## src/rtl/vote_session_ctrl.sv

```systemverilog
// Voting session controller: round-robin grants to booths, one-hot ballot validation,
// a single forwarding slot toward the tally unit, and session open/close sequencing.
module vote_session_ctrl #(
    parameter int N_BOOTH   = 4,
    parameter int MAX_VOTES = 9
) (
    input  logic                 clk,
    input  logic                 rst,
    input  logic                 open_i,
    input  logic                 close_i,
    input  logic [N_BOOTH-1:0]   booth_req,
    input  logic [8*N_BOOTH-1:0] booth_vote,
    output logic [N_BOOTH-1:0]   booth_gnt,
    output logic                 tally_valid,
    output logic [7:0]           tally_data,
    input  logic                 tally_ready,
    output logic                 tally_clr,
    output logic [7:0]           vote_cnt,
    output logic [7:0]           invalid_cnt,
    output logic [1:0]           state_o
);

    localparam int PW = (N_BOOTH > 1) ? $clog2(N_BOOTH) : 1;

    typedef enum logic [1:0] {
        IDLE    = 2'd0,
        OPEN    = 2'd1,
        CLOSING = 2'd2,
        DONE    = 2'd3
    } state_t;

    state_t          state_q, state_d;
    logic [PW-1:0]   ptr_q, ptr_d;
    logic [7:0]      vote_cnt_q, vote_cnt_d;
    logic [7:0]      invalid_cnt_q, invalid_cnt_d;
    logic            tally_valid_q, tally_valid_d;
    logic [7:0]      tally_data_q, tally_data_d;
    logic            tally_clr_q, tally_clr_d;

    logic            found;
    logic [PW-1:0]   gnt_idx;
    logic [PW:0]     rr_sum;
    logic [PW-1:0]   rr_idx;
    logic            slot_free;
    logic            xfer;
    logic            grant;
    logic [7:0]      ballot;
    logic            ballot_ok;

    function automatic logic [7:0] sat_inc(input logic [7:0] v);
        return (v == 8'hFF) ? v : v + 8'd1;
    endfunction

    function automatic logic is_one_hot(input logic [7:0] v);
        return ($countones(v) == 1);
    endfunction

    // Round-robin search starting at ptr_q, wrapping at N_BOOTH-1.
    always_comb begin
        found   = 1'b0;
        gnt_idx = '0;
        rr_sum  = '0;
        rr_idx  = '0;
        for (int i = 0; i < N_BOOTH; i++) begin
            rr_sum = {1'b0, ptr_q} + (PW+1)'(i);
            if (rr_sum >= (PW+1)'(N_BOOTH)) begin
                rr_sum = rr_sum - (PW+1)'(N_BOOTH);
            end
            rr_idx = rr_sum[PW-1:0];
            if (!found && booth_req[rr_idx]) begin
                found   = 1'b1;
                gnt_idx = rr_idx;
            end
        end
    end

    assign slot_free = !tally_valid_q || tally_ready;
    assign xfer      = tally_valid_q && tally_ready;
    assign grant     = (state_q == OPEN) && slot_free && found
                       && (vote_cnt_q != 8'(MAX_VOTES));
    assign ballot    = booth_vote[{gnt_idx, 3'b000} +: 8];
    assign ballot_ok = is_one_hot(ballot);

    always_comb begin
        state_d       = state_q;
        ptr_d         = ptr_q;
        vote_cnt_d    = vote_cnt_q;
        invalid_cnt_d = invalid_cnt_q;
        tally_valid_d = tally_valid_q;
        tally_data_d  = tally_data_q;
        tally_clr_d   = 1'b0;
        booth_gnt     = '0;

        if (xfer) begin
            tally_valid_d = 1'b0;
        end

        // A freshly loaded ballot overrides the clear from a same-edge transfer.
        if (grant) begin
            booth_gnt[gnt_idx] = 1'b1;
            ptr_d = (gnt_idx == PW'(N_BOOTH - 1)) ? '0 : gnt_idx + PW'(1);
            if (ballot_ok) begin
                tally_valid_d = 1'b1;
                tally_data_d  = ballot;
                vote_cnt_d    = vote_cnt_q + 8'd1;
            end else begin
                invalid_cnt_d = sat_inc(invalid_cnt_q);
            end
        end

        case (state_q)
            IDLE, DONE: begin
                if (open_i) begin
                    state_d       = OPEN;
                    tally_clr_d   = 1'b1;
                    vote_cnt_d    = '0;
                    invalid_cnt_d = '0;
                    ptr_d         = '0;
                end
            end
            OPEN: begin
                if (close_i || (vote_cnt_d == 8'(MAX_VOTES))) begin
                    state_d = CLOSING;
                end
            end
            CLOSING: begin
                if (!tally_valid_q || xfer) begin
                    state_d = DONE;
                end
            end
            default: state_d = IDLE;
        endcase
    end

    always_ff @(posedge clk or negedge rst) begin
        if (!rst) begin
            state_q       <= IDLE;
            ptr_q         <= '0;
            vote_cnt_q    <= '0;
            invalid_cnt_q <= '0;
            tally_valid_q <= 1'b0;
            tally_data_q  <= '0;
            tally_clr_q   <= 1'b0;
        end else begin
            state_q       <= state_d;
            ptr_q         <= ptr_d;
            vote_cnt_q    <= vote_cnt_d;
            invalid_cnt_q <= invalid_cnt_d;
            tally_valid_q <= tally_valid_d;
            tally_data_q  <= tally_data_d;
            tally_clr_q   <= tally_clr_d;
        end
    end

    assign tally_valid = tally_valid_q;
    assign tally_data  = tally_data_q;
    assign tally_clr   = tally_clr_q;
    assign vote_cnt    = vote_cnt_q;
    assign invalid_cnt = invalid_cnt_q;
    assign state_o     = state_q;

endmodule

```

## config.mk

```make
export PLATFORM = sky130hd
export DESIGN_NAME = vote_session_ctrl
export DESIGN_NICKNAME = d
export VERILOG_FILES = /design/src/rtl/vote_session_ctrl.sv
export SDC_FILE = /design/constraint.sdc
export NUM_CORES = 1
export LEC_CHECK = 0
export CORE_MARGIN = 3
export CORE_UTILIZATION = 50
export DETAILED_ROUTE_END_ITERATION = 12
export PLACE_DENSITY = 0.87
export SKIP_LAST_GASP = 1
export SYNTH_ARGS = -nofsm -noshare
export SYNTH_HDL_FRONTEND = slang
export SYNTH_SLANG_ARGS = --single-unit
export TNS_END_PERCENT = 30
```

## constraint.sdc

```tcl
create_clock -name clk -period 10.75 [get_ports clk]
set_input_delay 1.6125 -clock clk [delete_from_list [all_inputs] [get_ports clk]]
set_output_delay 1.6125 -clock clk [all_outputs]
set_load 0.02 [all_outputs]
```

==> metrics.md, run 1 <==
| Metric | Value |
|---|---|
| Status | complete, no violations |
| Clk_skew | 0.00744 ns |
| Met2 GRT Util | 0.377 |
| DRC | 0 |
| Antenna cells | 0 |
| Buffers on Ports | 72 |
| Io pins | 73 |
| Seq/Total Area, Yosys | 0.345 |
| Post-synthesis register bit count | 30 |
| Endpoints failing hold | 0 |
| Hold crit path type | flop to flop |
| Layout Nets | 352 |
| Critical Path Fanout Max | 19 |
| Core Footprint | 4120 um2 |
| Number of flops mapped to enable cells by yosys | 0 |
| Endpoints failing setup | 0 |
| Asr flop ratio synth | 1.00 |
| Critical path type | primary input to flop |
| Met3 layer usage reported by global route | 0.0388 |
| CTS clock-pin slew for the worst setup and hold paths | 0.06 ns |
| FP Rows | 23 |
| CTS tree | yes |
| Crit path DAT | 7.69 ns |
| Crit path buffers/inverters | 3 |
| First-pass GRT wire length | 8550 um |
| Compound-gate portion of the synthesized area | 0.0925 |
| Distinct cells, synth | 46 |
| Core Util, Final | 0.731 |
| Vias in the first global route | 1896 |
| Worst setup SP type | primary input |
| Mapped Area | 2180 um2 |
| Power per cell area | 255 nW/um2 |
| Area Growth Syn to Fin | 38.1% |
| Htree depth | 2 |
| Period utilization | 0.701 |
| Final ANT Viol Nets | 0 |
| RD Place Congestion | 0.877 |
| Die H | 72.0 um |
| Slowest stage delay, CP | 0.85 ns |
| Crit end category | flop |
| # hold bufs at CTS | 0 |
| Num CTS Buffers | 5 |
| Initial antenna violation count | 0 |
| Initial core utilization | 0.529 |
| Largest family of logic cells by synthesized area | simple AND/OR/NAND/NOR gates |
| Iteration-0 DRC Markers | 81 |
| Cells after Synth | 221 |
| Largest net degree at the start of global routing | 31 |
| CTS Root Cell | clkbuf_8 |
| Worst path top cell family by delay | adder cells |
| Worst slew margin | 0.270 |
| Bufs on Longest Clock Path | 2 |
| Die area | 5180 um2 |
| Setup_tns | 0 ns |
| Insertion delay to the later sink of the worst-skew pair | 0.28 ns |
| XOR/XNOR share of the synthesized area | 0.0563 |
| Pins over their slew limit | 0 |
| Mean post-synth cell area | 9.86 um2 |
| Max cap viols | 0 |
| Most used cell, CP | fa_1 |
| Commonest register cell after synthesis | dfrtp_1 |
| Final WL | 5220 um |
| Tightest Pin Transition | 1.09 ns |
| Top Usage Layer GRT | met2 |
| Mux share of post-synthesis cell area | 0.161 |
| Detailed Routing Iterations Pass 1 | 4 |
| Yosys warnings | 0 |
| Peak VDD IR | 0.000184 V |
| Layout cells sized above 1 | 0.102 |
| CP cell instances | clkdlybuf4s50_1 > a21oi_1 > o21a_1 > o22ai_2 > mux2i_1 > mux2_2 > fa_1 > fa_1 > inv_1 > fa_1 > ha_1 > inv_1 > fa_1 > nand4b_1 > o21ai_2 > nand2_1 > o31ai_1 > a41oi_2 > mux2i_1 |
| Total gr overflow | 0 |
| Routed length per instance | 15.2 um |
| Synth Area in Simple Gates | 0.179 |
| Routed vias | 1846 |
| Via density | 5.38 |
| WP data required | 10.91 ns |
| Min Clock Period, post-route | 7.54 ns |
| Clk sinks | 30 |
| CP max-delay cell | o22ai_2 |
| Leakage | 0.00139 uW |
| Die Wd | 72.0 um |
| F_max | 0.133 GHz |
| Post CTS Setup Buffer Count | 0 |
| Post-cts sizing count | 0 |
| Met1 usage | 0.254 |
| GRT Overall Usage | 0.206 |
| RSZ-0062 raised after global routing | no |
| Net Count, Synth | 279 |
| Adder-Cell Fraction of Synth Area | 0.111 |
| DP HPWL | 4050 um |
[per-stage QoR]
| stage | area, um2 | worst slack [ns] | instances | hold slack (ns) | total power [uW] |
|---|---|---|---|---|---|
| after floorplan | 2180 | 4.56 | 221 | 0.551 | 526 |
| after global placement | 2930 | 3.12 | 337 | 0.466 | 649 |
| after detailed placement | 2930 | 2.94 | 337 | 0.470 | 677 |
| after CTS | 3010 | 3.21 | 343 | 0.483 | 769 |
| after global routing | 3010 | 2.81 | 343 | 0.510 | 829 |
| final | 3010 | 3.21 | 343 | 0.484 | 766 |
[layout make-up]
| class | instances | area, um2 |
|---|---|---|
| multi-input cells | 166 | 1310 |
| fillers | 319 | 1110 |
| flip-flops and latches | 30 | 751 |
| repair buffers | 74 | 736 |
| clock buffers | 6 | 82.6 |
| inverters | 17 | 63.8 |
| well taps | 50 | 62.6 |
[registers in the layout, indices dropped and copies added (netlist names)]
register and flops:
state_o 2, vote_cnt 8, tally_data 8, invalid_cnt 8, tally_clr 1, tally_valid 1, ptr_q 2
[cells in the final DEF (no fill, tap or decap), types with 2 or more instances in the layout]
cell,n
nand4b_1,2
dfrtp_1,30
a21oi_1,5
o21ai_0,3
xor2_1,9
clkdlybuf4s50_1,72
and2_2,4
nand2_1,20
mux2_2,8
nand2b_1,3
nand3_1,8
inv_1,17
o21ai_1,2
and3_1,2
mux2i_1,26
nand4_1,3
ha_1,13
fa_1,4
xnor2_1,5
nor3_1,5
buf_4,2
clkbuf_8,6
nor2_1,22
[report_power, final]
group / leakage, uW / switching (uW) / internal (uW)
registers: 0.000395 / 24.6 / 145
clock network: 0.0000431 / 39.2 / 49.2
logic: 0.000949 / 280 / 228
total: 0.00139 / 344 / 422
[tightest hold or removal path: stages (launching register included)]
cell     delay (ns)
dfrtp_1        0.34
nand2_1        0.05
o21ai_0        0.06
[layer usage]
| metal | wire length (um) | up-vias |
|---|---|---|
| li1 | - | 898 |
| met5 | 0 | - |
| met4 | 31 | 0 |
| met3 | 252 | 4 |
| met1 | 2180 | 888 |
| met2 | 2760 | 56 |
[cell usage after synthesis (all sizes together) (6+ instances only)]
| master | count | share of area |
|---|---|---|
| inv | 17 | 0.029 |
| mux2i | 26 | 0.12 |
| and2 | 6 | 0.021 |
| nand3 | 8 | 0.018 |
| nor2 | 22 | 0.038 |
| nand2 | 20 | 0.034 |
| o21ai | 6 | 0.016 |
| mux2 | 8 | 0.041 |
| dfrtp | 30 | 0.34 |
| ha | 13 | 0.075 |
| xor2 | 9 | 0.036 |
[kinds of logic (layout without fill, tap and decap cells)]
kind of cell	Yosys count	count (layout)
compound gates	24	24
xor+xnor	14	14
fa+ha+maj	17	17
buf+inv	25	97
flops	30	30
mux	34	34
simple gates	77	77
[path summary, 6_finish.rpt]
check / start / end / slack, ns / cells after the start
min in group asynchronous: rst / vote_cnt[3]$_DFF_PN0_ / 1.72 / 2
max: booth_req[0] / state_o[1]$_DFFE_PN0P_ / 3.21 / 19
max reg2reg: ptr_q[1]$_DFF_PN0_ / state_o[1]$_DFFE_PN0P_ / 4.63 / 18
min reg2reg: tally_data[5]$_DFFE_PN0P_ / tally_data[5]$_DFFE_PN0P_ / 0.48 / 2
max in group asynchronous: rst / invalid_cnt[2]$_DFF_PN0_ / 8.75 / 2
min: tally_data[5]$_DFFE_PN0P_ / tally_data[5]$_DFFE_PN0P_ / 0.48 / 2
Note: power is estimated with default switching activity, not from simulation.
==> run 2: changes to the inputs <==
Settings changed: CORE_UTILIZATION 50 to 42, PLACE_DENSITY 0.87 to 0.77.
Clock period 10.75 ns to 6.3 ns, I/O delays scaled along.
==> run 2 against run 1 <==
First-iteration DRC count grew 54%. Sequential share of layout area shrank 1.1 points. Critical path depth grew 2. Power grew 88%. Cell count grew 7.0%. Register-to-register slack lost 3.6 ns. Global-route usage shrank 2.4 points. Core utilization shrank 8.7 points. Critical path type unchanged. Cell area grew 4.5%. Via count grew 1.0%. Clock-buffer cell count is the same.
==> metrics.md, run 2 (synthesized netlist as in run 1, its figures left out) <==
| Metric | Value |
|---|---|
| Crit path buffers/inverters | 5 (+2) |
| Iteration-0 DRC Markers | 125 (+54%) |
| Period utilization | 0.939 |
| Hold crit path type | flop to flop |
| Sequential cell area | 751 um2 (unchanged) |
| Area Growth Syn to Fin | 44.3% |
| Insertion delay to the later sink of the worst-skew pair | 0.28 ns (about the same) |
| Most used cell, CP | fa_1 |
| Final WL | 5160 um (-1.3%) |
| Bufs on Longest Clock Path | 2 (unchanged) |
| Total gr overflow | 0 (unchanged) |
| Htree depth | 2 (unchanged) |
| Core Footprint | 4880 um2 (+19%) |
| Clk_skew | 0.00485 ns (-0.00259 ns) |
| Critical path type | primary input to flop |
| Power Total | 1440 uW (+88%) |
| Routed vias | 1865 (+1.0%) |
| Most frequent cells in the layout | clkdlybuf4s50_1 (72), dfrtp_1 (30), mux2i_1 (26) |
| CP max-delay cell | fa_1 |
| Detailed Routing Iterations Pass 1 | 4 (unchanged) |
| Layout cells sized above 1 | 0.127 (+0.0243) |
| Endpoints failing setup | 0 (unchanged) |
| Tightest Pin Transition | 0.703 ns (-0.391 ns) |
| Peak VDD IR | 0.000370 V (+100%) |
| Power per cell area | 457 nW/um2 (+79%) |
| Slowest stage delay, CP | 0.55 ns (-0.30 ns) |
| Initial core utilization | 0.446 (-0.0829) |
| Min Clock Period, post-route | 5.92 ns |
| Worst slew margin | 0.531 (+0.261) |
| CP cell instances | clkdlybuf4s50_1 > a21oi_1 > o21a_1 > o22ai_2 > buf_12 > mux2i_1 > mux2_2 > fa_1 > fa_1 > inv_1 > fa_1 > ha_1 > inv_1 > fa_1 > nand4b_1 > o21ai_2 > buf_4 > nand3_1 > o22ai_4 > a41oi_2 > mux2i_1 |
| Pins over their slew limit | 0 (unchanged) |
| Via density | 5.08 (-5.6%) |
| CTS clock-pin slew for the worst setup and hold paths | 0.06 ns (about the same) |
| Clk sinks | 30 (unchanged) |
| Crit path DAT | 6.07 ns (-1.62 ns) |
| Post-cts sizing count | 0 (unchanged) |
| F_max | 0.169 GHz |
| Largest net degree at the start of global routing | 31 (unchanged) |
| Final ANT Viol Nets | 0 (unchanged) |
| Worst setup SP type | primary input |
| Max cap viols | 0 (unchanged) |
| Fill count | 424 (+33%) |
| RD Place Congestion | 0.798 (-9.0%) |
| Antenna cells | 0 (unchanged) |
| Crit end category | flop |
| DP Cell Count | 359 (+6.5%) |
| DRC | 0 (unchanged) |
| Vias in the first global route | 1903 (+0.37%) |
| Buffers on Ports | 72 (unchanged) |
| Multi-input gate area | 1320 um2 (+0.38%) |
| Die H | 78.0 um (+8.3%) |
| Num CTS Buffers | 5 (unchanged) |
| Routed length per instance | 14.1 um (-7.7%) |
| Leakage | 0.00145 uW (+4.3%) |
| Post CTS Setup Buffer Count | 0 (unchanged) |
| Status | complete, no violations |
| GRT Overall Usage | 0.182 (-0.0242) |
| Layout Cells excl Fill | 367 (+7.0%) |
| First-pass GRT wire length | 8960 um (+4.8%) |
| Setup_tns | 0 ns (unchanged) |
| CTS tree | yes |
| # hold bufs at CTS | 0 (unchanged) |
| Layout Nets | 357 (+1.4%) |
| Critical Path Fanout Max | 19 (unchanged) |
| Worst path top cell family by delay | adder cells |
| Endpoints failing hold | 0 (unchanged) |
| Io pins | 73 (unchanged) |
| WP data required | 6.45 ns (-4.46 ns) |
| RSZ-0062 raised after global routing | no |
| CTS Root Cell | clkbuf_8 |
| Initial antenna violation count | 0 (unchanged) |
| DP HPWL | 4010 um (-1.0%) |
| FP Rows | 25 (+8.7%) |
| Die Wd | 78.0 um (+8.3%) |
| Commonest non-fill, non-tap cell in the layout | clkdlybuf4s50_1 |
| Die area | 6090 um2 (+17%) |
[run 2: cell types whose count changed in the layout (fill, tap and decap cells not counted), sizes merged]
| cell | delta |
|---|---|
| buf | +5 |
| bufinv | +2 |
[run 2: where the power goes]
group / leakage, uW / switching [uW] / total, uW / internal, uW
sequential: 0.000395 / 38.2 / 285 / 247
clock: 0.0000714 / 71.3 / 240 / 169
combinational: 0.000981 / 481 / 910 / 429
[run 2: layout make-up]
cell class / count / share of cell area
inverter: 17 / 0.0203
multi-input combinational: 166 / 0.419
sequential: 30 / 0.239
clock inverter: 2 / 0.0191
timing repair buffer: 79 / 0.250
tap: 67 / 0.0267
clock buffer: 6 / 0.0263
[run 2: worst paths after layout]
path / slack [ns] / cells past startpoint / to / from
max: 0.38 / 21 / state_o[1]$_DFFE_PN0P_ / booth_req[0]
min: 0.49 / 2 / tally_data[5]$_DFFE_PN0P_ / tally_data[5]$_DFFE_PN0P_
max reg2reg: 1.07 / 18 / state_o[1]$_DFFE_PN0P_ / ptr_q[1]$_DFF_PN0_
min reg2reg: 0.49 / 2 / tally_data[5]$_DFFE_PN0P_ / tally_data[5]$_DFFE_PN0P_
max in group asynchronous: 4.98 / 2 / state_o[0]$_DFFE_PN0P_ / rst
min in group asynchronous: 1.05 / 2 / vote_cnt[4]$_DFF_PN0_ / rst
[run 2: worst reg2reg max path, delay by kind of cell, from the launching register on]
family          cells  cell delay (ns)
compound gates      3             0.57
mux                 3             0.78
simple gates        4             0.72
flops               1             0.46
buf+inv             3             0.29
fa+ha+maj           5             2.26
[run 2: stage by stage]
stage               setup WS (ns)   util  hold WS, ns  instance area (um2)
floorplan                   0.777      -        0.551                 2180
global placement            0.257  0.615        0.463                 3000
detailed placement          0.117  0.615        0.470                 3000
CTS                         0.357  0.644        0.487                 3140
global route                0.107  0.644        0.503                 3140
finish                      0.385  0.644        0.486                 3140
[run 2: per-layer routing]
layer,up-vias,part of all wire,global-route usage
met5,-,0,0
met2,53,0.49,0.302
met3,12,0.051,0.0378
met4,0,0.024,0.0682
met1,879,0.43,0.233
li1,921,-,-
==> run 3: changes to the inputs <==
==> constraint.sdc (replaced) <==
create_clock -name clk -period 6.3 [get_ports clk]
set_input_delay 1.26 -clock clk [delete_from_list [all_inputs] [get_ports clk]]
set_output_delay 1.26 -clock clk [all_outputs]
set_load 0.02 [all_outputs]
==> run 3 against run 2 <==
Via count up 0.64%. Sequential power about the same. Die area stayed put. Critical path depth fell by 1. Non-clock buffer count increased by 7. Worst hold slack lost 0.0074 ns. Maximum frequency shrank 1.9%. Core utilization grew 0.18 points. Power fell by 3.6%. Cell count up 1.9%. Clock-buffer cell count increased by 1. Critical path type unchanged.
==> metrics.md, run 3 (synthesized netlist as in run 1, its figures left out) <==
| Metric | Value |
|---|---|
| Total gr overflow | 0 (unchanged) |
| Worst path top cell family by delay | adder cells |
| Commonest non-fill, non-tap cell in the layout | clkdlybuf4s50_1 |
| Insertion delay to the later sink of the worst-skew pair | 0.28 ns (about the same) |
| Critical Path Fanout Max | 5 (-14) |
| Iteration-0 DRC Markers | 88 (-30%) |
| Antenna cells | 0 (unchanged) |
| Layout cells sized above 1 | 0.147 (+0.0199) |
| Via density | 5.02 (-1.2%) |
| Routed length per instance | 13.9 um (-0.84%) |
| Bufs on Longest Clock Path | 2 (unchanged) |
| CTS tree | yes |
| Final ANT Viol Nets | 0 (unchanged) |
| Most used cell, CP | fa_1 |
| Worst slew margin | 0.555 (+0.0241) |
| Buffers on Ports | 72 (unchanged) |
| Detailed Routing Iterations Pass 1 | 4 (unchanged) |
| Period utilization | 0.957 (+0.0178) |
| Clk sinks | 30 (unchanged) |
| Num CTS Buffers | 5 (unchanged) |
| CTS clock-pin slew for the worst setup and hold paths | 0.06 ns (about the same) |
| Die Wd | 78.0 um (unchanged) |
| Layout Nets | 364 (+2.0%) |
| Leakage | 0.00147 uW (+1.4%) |
| Endpoints failing setup | 0 (unchanged) |
| CTS Root Cell | clkbuf_8 |
| Peak VDD IR | 0.000361 V (-2.4%) |
| Internal power | 782 uW (-7.5%) |
| Min Clock Period, post-route | 6.03 ns (+0.112 ns) |
| Setup_tns | 0 ns (unchanged) |
| DP HPWL | 4190 um (+4.6%) |
| Routed vias | 1877 (+0.64%) |
| Worst setup SP type | primary input |
| DRC | 0 (unchanged) |
| RSZ-0062 raised after global routing | no |
| Die H | 78.0 um (unchanged) |
| Largest net degree at the start of global routing | 31 (unchanged) |
| WP data required | 6.45 ns (about the same) |
| Endpoints failing hold | 0 (unchanged) |
| GRT Overall Usage | 0.187 (+0.00465) |
| Comb pwr share | 0.680 (+0.046) |
| Hold crit path type | flop to flop |
| RD Place Congestion | 0.828 (+3.7%) |
| Post-Place Worst Slack | -0.130 ns (-0.247 ns) |
| Sw frac | 0.435 (+0.0238) |
| Sequential cell fraction of total power | 0.206 (+0.007) |
| Most frequent cells in the layout | clkdlybuf4s50_1 (71), dfrtp_1 (30), mux2i_1 (26) |
| Crit path buffers/inverters | 5 (unchanged) |
| First-pass GRT wire length | 9250 um (+3.2%) |
| Vias in the first global route | 1940 (+1.9%) |
| F_max | 0.166 GHz (-1.9%) |
| Core Footprint | 4880 um2 (unchanged) |
| Tightest Pin Transition | 0.667 ns (-0.0362 ns) |
| Crit path DAT | 6.18 ns (+0.11 ns) |
| Switch Pwr | 602 uW (+2.0%) |
| Hold Slack | 0.479 ns (-0.00736 ns) |
| Area Growth Syn to Fin | 44.7% |
| Critical Path Stages | 20 (-4.8%) |
| CP max-delay cell | fa_1 |
| Reg2Reg Depth | 19 (+1) |
| Final WL | 5210 um (+1.0%) |
| Crit end category | flop |
| Critical path type | primary input to flop |
| Io pins | 73 (unchanged) |
| Pins over their slew limit | 0 (unchanged) |
| CP cell instances | clkdlybuf4s50_1 > mux2i_1 > nor2_1 > nor3_2 > buf_4 > mux2_2 > fa_1 > fa_1 > inv_1 > fa_1 > ha_1 > inv_1 > fa_1 > nand4b_1 > o21ai_2 > buf_4 > nand3_1 > o22ai_4 > a41oi_2 > mux2i_1 |
| Slowest stage delay, CP | 0.55 ns (about the same) |
| FP Rows | 25 (unchanged) |
| Initial antenna violation count | 0 (unchanged) |
| Power per cell area | 439 nW/um2 (-3.9%) |
| Clock share of power | 0.113 (-0.054) |
| Worst setup margin | 0.273 ns (-0.112 ns) |
| Fill count | 402 (-5.2%) |
| Max cap viols | 0 (unchanged) |
| Placed Area | 3050 um2 (+1.5%) |
| Status | complete, no violations |
| Hold Path Stages | 2 (unchanged) |
| Final instance area | 3150 um2 (+0.28%) |
| Htree depth | 2 (unchanged) |
| Clk_skew | 0.00488 ns (+0.0000299 ns) |
| Die area | 6090 um2 (unchanged) |
| Initial core utilization | 0.446 (unchanged) |
-- run 3: final timing paths --
check,to,start,slack (ns)
worst max-delay path,state_o[1]$_DFFE_PN0P_,booth_req[2],0.27
worst min-delay path,tally_data[3]$_DFFE_PN0P_,tally_data[3]$_DFFE_PN0P_,0.48
worst max register to register,state_o[1]$_DFFE_PN0P_,ptr_q[1]$_DFF_PN0_,1.22
worst min register to register,tally_data[3]$_DFFE_PN0P_,tally_data[3]$_DFFE_PN0P_,0.48
max in group asynchronous,vote_cnt[1]$_DFF_PN0_,rst,4.64
min in group asynchronous,vote_cnt[3]$_DFF_PN0_,rst,1.37
-- run 3: timing repair --
action	CTS	global route
buffers inserted	0	1
resized for setup	0	2
endpoints found under the hold margin	0	0
setup endpoints to repair	0	8
hold buffers	0	0
-- run 3: routing by layer --
metal | GRT usage | vias to the layer above | wire, um | share of wire
li1 | - | 931 | - | -
met3 | 0.0367 | 9 | 241 | 0.046
met2 | 0.315 | 47 | 2570 | 0.49
met5 | 0 | - | 0 | 0
met1 | 0.238 | 890 | 2320 | 0.44
met4 | 0.0647 | 0 | 82 | 0.016
-- run 3: area by class of cell --
| type | instances | area, um2 | area share |
|---|---|---|---|
| Multi-Input combinational cell | 166 | 1320 | 0.419 |
| Timing Repair Buffer | 86 | 841 | 0.267 |
| Sequential cell | 30 | 751 | 0.238 |
| Clock buffer | 7 | 86.3 | 0.0274 |
| Tap cell | 67 | 83.8 | 0.0266 |
| Inverter | 17 | 63.8 | 0.0202 |
| Clock inverter | 1 | 5.00 | 0.00159 |
-- run 3: power by group through the flow --
stage | clock network [uW] | registers [uW] | logic (uW)
floorplan | 0 | 337 | 561
detailed placement | 0 | 289 | 937
global route | 171 | 293 | 1040
CTS | 160 | 286 | 943
finish | 157 | 286 | 942
global placement | 0 | 287 | 889
-- run 3: tightest hold or removal path, cell delays in order, from the launching register on --
cell and delay, ns:
dfrtp_1 0.34, nand2_1 0.04, o21ai_0 0.06
-- run 3: per-stage QoR --
step                cells  total power, uW  utilization
floorplan             221              898            -
global placement      365             1180        0.624
detailed placement    365             1230        0.624
CTS                   373             1390        0.643
global route          374             1510        0.646
finish                374             1380        0.646
==> RTL edit, RTL diff (flow settings as in run 1) <==
Reset style: synchronous (`rst`), changed in one clocked block.
--- a/src/rtl/vote_session_ctrl.sv
+++ b/src/rtl/vote_session_ctrl.sv
@@ -133,5 +133,5 @@
     end
 
-    always_ff @(posedge clk or negedge rst) begin
+    always_ff @(posedge clk) begin
         if (!rst) begin
             state_q       <= IDLE;
Function: differs if rst is asserted again (counterexample within 4 cycles, from zero or initial values and one cycle with rst low); with rst held inactive, the same outputs for 4 cycles.
==> RTL edit against run 1 <==
  * Area after synthesis increased by 3.2%
  * Sequential power down 14%
  * Non-clock buffer count shrank 2
  * Routed wire length is 16% higher
  * Power down 9.3%
  * Sequential cell count did not move
  * Final area is 2.7% higher
  * Setup slack worse by 0.27 ns
  * Critical path type unchanged
==> RTL edit: results (changes against run 1) <==
placed cell count 377 (was 337); placed wire-length estimate 4.70 mm (was 4.05 mm); Top FF cell, synth dfxtp_1 (was dfrtp_1); Worst Skew 0.00626 ns (was 0.00744 ns); Final #Nets 392 (was 352); status finished, final reports clean (unchanged); sequential cell area fraction in the yosys report 0.267 (was 0.345); FILL cells 316 (was 319); FF-to-FF setup slack 4.33 ns (was 4.63 ns); min-delay src tally_data[4] (was tally_data[5]); commonest cells in the netlist 30 x dfxtp_1, 30 x nand2_1, 24 x nor2_1, 15 x inv_1 (was 30 x dfrtp_1, 26 x mux2i_1, 22 x nor2_1, 20 x nand2_1, 17 x inv_1); ClkCell Share 0.0308 (was 0.0275); met3 Use GR 0.0592 (was 0.0388); via count 2250 (was 1846); Power Combinational 0.000449 W (was 0.000508 W); post-synthesis mux area share 0.0423 (was 0.161); R2R Path Start ptr_q[1] (unchanged); Adder-Cell Fraction of Synth Area 0.108 (was 0.111); Pre-antenna DRT Iters 6 (was 4); post-synthesis compound-gate area fraction 0.179 (was 0.0925); async set or reset register ratio after synthesis 0 (was 1.00); Crit Path Max Fanout 22 (was 19); first-pass GRT wire length 10.0 mm (was 8.55 mm); gr usage total 0.240 (was 0.206); layout cell share with drive strength beyond 1 0.0776 (was 0.102); met2 usage 0.376 (was 0.377); Post-Synth XOR/XNOR Area 0.0545 (was 0.0563); DP Area 2990 um^2 (was 2930 um^2); Worst setup endpoint state_o[1] (unchanged); sequential share of cell area 0.194 (was 0.250); register area 601 um^2 (was 751 um^2); vias per cell 5.84 (was 5.38); core area 4170 um^2 (was 4120 um^2); worst reg2reg path depth 19 (was 18); Placer Congestion 0.842 (was 0.877); Min Hold Slack 0.460 ns (was 0.484 ns); pin count of the biggest net entering global routing 28 (was 31); synth unique cells 54 (was 46); Non-clock buffers 72 (was 74); WL/cell 15.8 um (was 15.2 um); pre-CTS WS 2.71 ns (was 2.94 ns); worst path arrival time 8.02 ns (was 7.69 ns); fraction of area in multi-input gates 0.502 (was 0.436); Pleak 1.16 nW (was 1.39 nW); Sw Pwr 0.000320 W (was 0.000344 W); met1 Use GR 0.326 (was 0.254); Die ar. 5340 um^2 (was 5180 um^2); Max-Slew Margin vs Limit 0.332 (was 0.270)
[RTL edit: changes by cell type after synthesis, sizes merged, moves of 5 or more]
cell | before | now
dfrtp | 30 | 0
dfxtp | 0 | 30
mux2i | 26 | 8
nand2 | 20 | 30
a211oi | 1 | 10
a21oi | 5 | 14
nor4b | 0 | 8
mux2 | 8 | 1
a31o | 0 | 5
o21a | 1 | 6
[RTL edit: critical path, cell delays in order]
cell and delay, ns:
clkdlybuf4s50_1 0.58, nand2_1 0.08, nor2_1 0.53, nor3_4 0.18
inv_2 0.31, a211oi_1 0.15, a31o_2 0.28, fa_1 0.50
fa_1 0.55, inv_1 0.05, fa_1 0.50, ha_1 0.17
inv_1 0.07, fa_1 0.55, nand4b_4 0.12, o21ai_4 0.29
nand3_1 0.64, mux2i_1 0.32, o31ai_4 0.32, mux2i_1 0.21
[RTL edit: per-layer routing]
layer,wire length (um),up-vias
met5,0,-
li1,-,1093
met1,2660,1065
met3,472,8
met4,75,0
met2,2860,84
